--- src/rtl/mem_access_ctrl.sv ---
// Memory access controller: queues read/write requests in a small FIFO and
// replays them to a single-port synchronous memory one strobe at a time.
module mem_access_ctrl #(
  parameter int DW    = 16,
  parameter int AW    = 25,
  parameter int DEPTH = 4
) (
  input  logic          clk,
  input  logic          rst,
  input  logic          req_valid,
  output logic          req_ready,
  input  logic          req_wen,
  input  logic [AW-1:0] req_addr,
  input  logic [DW-1:0] req_wdata,
  output logic          rsp_valid,
  input  logic          rsp_ready,
  output logic [DW-1:0] rsp_rdata,
  output logic          busy,
  output logic          mem_cs,
  output logic          mem_wen,
  output logic [AW-1:0] mem_addr,
  output logic [DW-1:0] mem_wdata,
  input  logic [DW-1:0] mem_rdata
);

  localparam int PW = $clog2(DEPTH);
  localparam int CW = $clog2(DEPTH + 1);

  typedef enum logic [1:0] {
    IDLE,
    ISSUE,
    RDWAIT,
    RSP
  } state_t;

  state_t state, next_state;

  logic          fifo_wen   [DEPTH];
  logic [AW-1:0] fifo_addr  [DEPTH];
  logic [DW-1:0] fifo_wdata [DEPTH];
  logic [PW-1:0] wr_ptr, rd_ptr;
  logic [CW-1:0] count;
  logic          full, empty, push, pop;

  logic          mem_cs_nxt, mem_wen_nxt, rsp_valid_nxt;
  logic [AW-1:0] mem_addr_nxt;
  logic [DW-1:0] mem_wdata_nxt, rsp_rdata_nxt;

  assign full      = (count == CW'(DEPTH));
  assign empty     = (count == '0);
  assign req_ready = !full && !rst;
  assign push      = req_valid && req_ready;
  assign pop       = (state == IDLE) && !empty;
  assign busy      = (state != IDLE) || !empty;

  // Pointers wrap naturally because DEPTH is a power of two.
  always_ff @(posedge clk) begin
    if (rst) begin
      wr_ptr <= '0;
      rd_ptr <= '0;
      count  <= '0;
    end else begin
      if (push) wr_ptr <= wr_ptr + PW'(1);
      if (pop)  rd_ptr <= rd_ptr + PW'(1);
      if (push && !pop)      count <= count + CW'(1);
      else if (pop && !push) count <= count - CW'(1);
    end
  end

  always_ff @(posedge clk) begin
    if (push) begin
      fifo_wen[wr_ptr]   <= req_wen;
      fifo_addr[wr_ptr]  <= req_addr;
      fifo_wdata[wr_ptr] <= req_wdata;
    end
  end

  always_ff @(posedge clk) begin
    if (rst) begin
      state     <= IDLE;
      mem_cs    <= 1'b0;
      mem_wen   <= 1'b0;
      mem_addr  <= '0;
      mem_wdata <= '0;
      rsp_valid <= 1'b0;
      rsp_rdata <= '0;
    end else begin
      state     <= next_state;
      mem_cs    <= mem_cs_nxt;
      mem_wen   <= mem_wen_nxt;
      mem_addr  <= mem_addr_nxt;
      mem_wdata <= mem_wdata_nxt;
      rsp_valid <= rsp_valid_nxt;
      rsp_rdata <= rsp_rdata_nxt;
    end
  end

  // In ISSUE the registered mem_wen still holds the popped request's direction.
  always_comb begin
    next_state = state;
    case (state)
      IDLE:    if (!empty) next_state = ISSUE;
      ISSUE:   next_state = mem_wen ? IDLE : RDWAIT;
      RDWAIT:  next_state = RSP;
      RSP:     if (rsp_ready) next_state = IDLE;
      default: next_state = IDLE;
    endcase
  end

  always_comb begin
    mem_cs_nxt    = 1'b0;
    mem_wen_nxt   = 1'b0;
    mem_addr_nxt  = mem_addr;
    mem_wdata_nxt = mem_wdata;
    rsp_valid_nxt = rsp_valid;
    rsp_rdata_nxt = rsp_rdata;
    case (state)
      IDLE: begin
        if (!empty) begin
          mem_cs_nxt    = 1'b1;
          mem_wen_nxt   = fifo_wen[rd_ptr];
          mem_addr_nxt  = fifo_addr[rd_ptr];
          mem_wdata_nxt = fifo_wdata[rd_ptr];
        end
      end
      RDWAIT: begin
        rsp_valid_nxt = 1'b1;
        rsp_rdata_nxt = mem_rdata;
      end
      RSP: begin
        if (rsp_ready) rsp_valid_nxt = 1'b0;
      end
      default: begin
      end
    endcase
  end

endmodule

--- config.mk ---
export PLATFORM = sky130hd
export DESIGN_NAME = mem_access_ctrl
export DESIGN_NICKNAME = d
export VERILOG_FILES = /design/src/rtl/mem_access_ctrl.sv
export SDC_FILE = /design/constraint.sdc
export NUM_CORES = 1
export LEC_CHECK = 0
export BUFFER_PORTS_ARGS = -buffer_cell sky130_fd_sc_hd__buf_2
export CORE_UTILIZATION = 53
export CTS_BUF_LIST = sky130_fd_sc_hd__clkbuf_2 sky130_fd_sc_hd__clkbuf_4 sky130_fd_sc_hd__clkbuf_8
export DETAILED_ROUTE_END_ITERATION = 10
export PLACE_DENSITY = 0.78
export SLEW_MARGIN = 20
export SYNTH_ARGS = -nofsm -noshare
export SYNTH_HDL_FRONTEND = slang
export SYNTH_SLANG_ARGS = --single-unit
--- constraint.sdc ---
create_clock -name clk -period 2.2 [get_ports clk]
set_input_delay 0.44 -clock clk [delete_from_list [all_inputs] [get_ports clk]]
set_output_delay 0.44 -clock clk [all_outputs]
set_load 0.005 [all_outputs]
After elaboration in Yosys (flattened, before gate mapping)
Memories as Yosys holds them, arrays and structs flattened. A register that Yosys moved wholly into a read port is not among the register bits.
Index checks and enable logic that the tools add are counted.
W data, S select, Z words.

word-level totals
  flip-flop bits (word level) = 27
  bits in latches = 0
  memory bits (writable) = 168
  memory bits (read-only) = 0
  input bits = 62
  output and inout port bits = 62
  word-level logic and storage cells = 54
  memories kept = 3

cells by class
  $add $sub $neg = 4
  multiply operators = 0
  divide/modulo/power cells = 0
  order comparisons = 0
  equal/unequal tests = 6
  shift operators = 0
  mux-type cells = 11
  bitwise operators = 2
  reduce and logical (&&, ||, !) cells = 21

memory list
  name        words  width  read ports  clocked after Yosys merged registers in  wr ports  RTL line  RTL
  fifo_addr   4      25     1           1                                        1         39        logic [AW-1:0] fifo_addr [DEPTH];
  fifo_wdata  4      16     1           1                                        1         40        logic [DW-1:0] fifo_wdata [DEPTH];
  fifo_wen    4      1      1           1                                        1         38        logic fifo_wen [DEPTH];

operators by type and width
  kind                   count
  $pmux W2 S4            1
  $mux W2                3
  $mux W3                2
  $reduce_and A2 Y1      3
  $reduce_bool A2 Y1     3
  $logic_and A1 B1 Y1    5
  $logic_not A1 Y1       5
  $add A2 B1 Y2 const B  2
  $eq A2 B2 Y1 const B   2
  $mux W1                4
  $ne A2 B2 Y1 const B   2
  $add A3 B1 Y3 const B  1
  $eq A3 B3 Y1 const B   1
  $logic_not A3 Y1       1
  $reduce_or A3 Y1       1
  $sub A3 B1 Y3 const B  1
  $eq A2 B1 Y1 const B   1
  $logic_not A2 Y1       1
  $not A1 Y1             2
  $pmux W1 S2            1
  $reduce_or A2 Y1       1
  $logic_or A1 B1 Y1     1

Logic depth before layout (Yosys ltp)
  depth in word-level cells = 8
  depth in mapped cells = 9
  depth with buffers taken out = 8

Least setup slack after synthesis
Ideal clock, no wire load.

  path kind = register -> register
  start point = register count[0]
  end point = memory fifo_addr[1][0], enable pin
  setup time = 0.403 ns
  arrival time = 1.904 ns
  required time = 1.797 ns
  slack = -0.107 ns
  cell stages (with the launch flop) = 4
  cell sequence = dfxtp_1 > nor3b_1 > nor3b_2 > and2_1

on the way
  longest elaborated chain between the ends = 6

RTL lines
  element                        RTL line  RTL
  start, declared                42        logic [CW-1:0] count;
  start signal, assigned         65        if (push && !pop) count <= count + CW'(1);
  start signal, assigned         66        else if (pop && !push) count <= count - CW'(1);
  $eq A3 B3 Y1                   49        assign full = (count == CW'(DEPTH));
  $logic_not A1 Y1               51        assign req_ready = !full && !rst;
  $logic_and A1 B1 Y1            51
  $logic_and A1 B1 Y1            52        assign push = req_valid && req_ready;
  via push                       43        logic full, empty, push, pop;
  $mux W1                        71        if (push) begin
  $mux W1 (not written as such)  73        fifo_addr[wr_ptr] <= req_addr;
  end, declared                  39

The timed path passes the listed nets, and every way through them passes these cells.

Final worst setup path
  start point = register count[0]
  end point = register count[2]

on the way
  longest elaborated chain between the ends = 7
  elaborated cells on any way between the ends = 16
  classes of those cells = add/sub (2); eq/ne (1); mux (2); reduce/logical (11)

RTL lines
  element
  branches (longest 7 deep; another with $sub A3 B1 Y3)

Several ways; the timed one is not identified. The select of a mux whose other input is x is not followed.
A chain may end at the register's enable or synchronous reset.

==> metrics <==
synth warn 0; slew margin rel. 61.4%; I/O pin cnt 124; Tightest Hold Check Type in2reg; number of buffers and inverters on the critical path 1; input/output buffers 123; share of cells above drive strength 1 43.2%; CP delay by family, top simple AND/OR/NAND/NOR gates; met3 wire length 926 um; vias per std cell 5.29; Slew @ Worst Pin 0.578 ns; Root Buffer Master clkbuf_8; die height 129 um; Clock transition at path regs 0.06 ns; Layout fillers 1,109; sequential area share after synthesis 75.3%; Synth Register Bits 237; CTS tree built; crit path cell chain or3_4 > nand2_1 > ha_2 > inv_1 > fa_2 > xor2_1 > or3_1 > a21oi_1; Placer Congestion 0.737; clk sinks 237; final setup vio count 0; worst vdd ir 0.000561 V; post-layout util 65.0%; largest cells by area after synthesis edfxtp_1, dfxtp_1, mux4_2; Synth Instances 450; DRT Wirelength 15.6 mm; Starting Density 53.9%; H-tree depth 2; DR iter-0 viols 209; most common cell in the netlist edfxtp_1; CP max-delay cell or3_4; GRT Total Usage 19.8%; crit path launch type flip-flop; Nets 680; routed vias 4,538; status finished, final reports clean; number of max-cap violations 0; min Tclk post-route 2.07 ns; area grow syn2layout 20.6%; CTS buffer count 38; Cell Area, Synth 0.00853 mm^2; final instance area 0.0103 mm^2; DR DRC count 0; antenna viol nets, final 0; Max Clk Rate 483 MHz; CP peak stage delay 0.38 ns; Commonest cells post-synth edfxtp_1, dfxtp_1, mux4_2, a22o_1, nand2_1; drt pass-1 iters 4; final worst-path cycle share 94.0%; Static Leak 3.81 nW; largest net degree at the start of global routing 44; HPWL Detailed 9.69 mm; Die Footprint 0.0166 mm^2; DR top layer met4; Pins Over Slew Limit 0; Multi-input gate area 0.00192 mm^2; DP Area 0.00948 mm^2; kind of end point of the critical path flip-flop; Die Wd 129 um; Sequential Area 0.00643 mm^2; num rows 46; area leader, netlist edfxtp_1; per-cell routed wire length 18.2 um; final global-route overflow total 0; worst setup path class reg2reg; post-synth cell types 36; PD cells 1190 mW/mm^2; final hold viol count 0; share of the synthesized area in the top cell type 59.1%; Met2 Routed Length 7.85 mm; first-pass GRT wire length 24.4 mm; Synth Area per Inst 19.0 um^2; Mapped Nets 518; metal1 wirelength 6.64 mm; CP Max Fanout 5; WP data arrival 2.49 ns; Fin Setup TNS 0 ns; critical path required time 2.63 ns; Core Region 0.0158 mm^2; EDFF count, synth 168; clk_lat worst skew 0.52 ns; clk_skew 0.0234 ns; RSZ-0062 raised after global routing no; initial antenna violation count 0; asr flop ratio synth 0%; CTS max path bufs 3; Top FF cell, synth edfxtp_1; number of global-route vias before repair 4,770
==> logic make-up (layout without fill, tap and decap cells) <==
kind of cell | Yosys count | in the layout | share of synthesized area (%)
adder cells (fa/ha/maj) | 6 | 6 | 0.968
AND/OR/NAND/NOR | 63 | 63 | 3.64
XOR/XNOR | 2 | 2 | 0.205
AO/OA/AOI/OAI | 66 | 66 | 5.94
other | 0 | 1 | 0
multiplexers | 46 | 46 | 11.6
buffers and inverters | 30 | 221 | 2.36
flip-flops | 237 | 237 | 75.3
==> where the power goes <==
| group | internal [mW] | switching, mW |
|---|---|---|
| Clock | 2.15 | 1.58 |
| Combinational | 1.35 | 1.25 |
| Sequential | 5.48 | 0.396 |
==> sequential cells by signal (all words and copies together) (netlist names), named ones only <==
| register | cells |
|---|---|
| fifo_addr | 100 |
| fifo_wdata | 64 |
| mem_addr | 25 |
| mem_wdata | 16 |
| rsp_rdata | 16 |
| fifo_wen | 4 |
| count | 3 |
| rd_ptr | 2 |
| wr_ptr | 2 |
| mem_cs | 1 |
| mem_wen | 1 |
| rsp_valid | 1 |
| state | 1 |
==> metal layers <==
layer | up-vias | track usage, %
met5 | - | 0
li1 | 2111 | -
met4 | 0 | 6.92
met1 | 2284 | 24.9
met3 | 15 | 5.07
met2 | 128 | 33.5
==> what timing repair did <==
action / 4_1_cts / 5_1_grt
resized for setup: 0 / 6
setup endpoints to repair: 0 / 2
setup buffers: 0 / 2
hold buffers: 0 / 0
==> placed cells by master, fill, tap and decap left out, types with 3 or more instances in the layout <==
cell      Yosys  layout
buf_12        0       5
buf_4         3      21
clkinv_2      0       6
clkbuf_8      0      44
a22o_2        3       3
nor2_1        8       8
nand2_1      36      36
buf_2         8     123
dfxtp_2       0       4
clkinv_1      0       5
nand2b_1      3       3
edfxtp_1    168     168
and2_2        0       4
ha_1          5       4
mux4_2       42      42
clkbuf_4      0      12
inv_1         3       3
a22o_1       38      38
a21oi_1      20      20
dfxtp_1      69      64
==> area by class of cell <==
type	instances	share of cell area (%)
Clock inverter	13	0.839
Sequential cell	237	62.5
Multi-Input combinational cell	183	18.7
Tap cell	216	2.63
Clock buffer	56	6.76
Inverter	3	0.109
Antenna cell	1	0.0243
Timing Repair Buffer	149	8.48
==> path summary, 6_finish.rpt <==
kind	start	to	slack (ns)	cells past startpoint
setup / recovery	count[0]	count[2]	0.13	8
hold / removal	req_addr[22]	fifo_addr[2][22]	0.13	1
setup reg to reg	count[0]	count[2]	0.13	8
hold reg to reg	rsp_rdata[7]	rsp_rdata[7]	0.46	2
==> worst register-to-register path: cells and delay by family (launching register included) <==
| family | cells | cell delay, ns |
|---|---|---|
| buffers and inverters | 1 | 0.05 |
| flip-flops | 1 | 0.36 |
| AO/OA/AOI/OAI | 1 | 0.15 |
| adder cells (fa/ha/maj) | 2 | 0.50 |
| XOR/XNOR | 1 | 0.17 |
| AND/OR/NAND/NOR | 3 | 0.77 |
==> metrics by stage <==
step	hold slack, ns	setup slack, ns	power (mW)	cells
floorplan	0.453	0.0890	7.55	450
global placement	0.439	0.137	8.46	786
detailed placement	0.448	0.0374	8.57	786
CTS	0.102	0.0179	12.3	855
global route	0.110	0.0511	12.8	857
finish	0.134	0.132	12.2	858
Power figures use the tool's default switching activity.
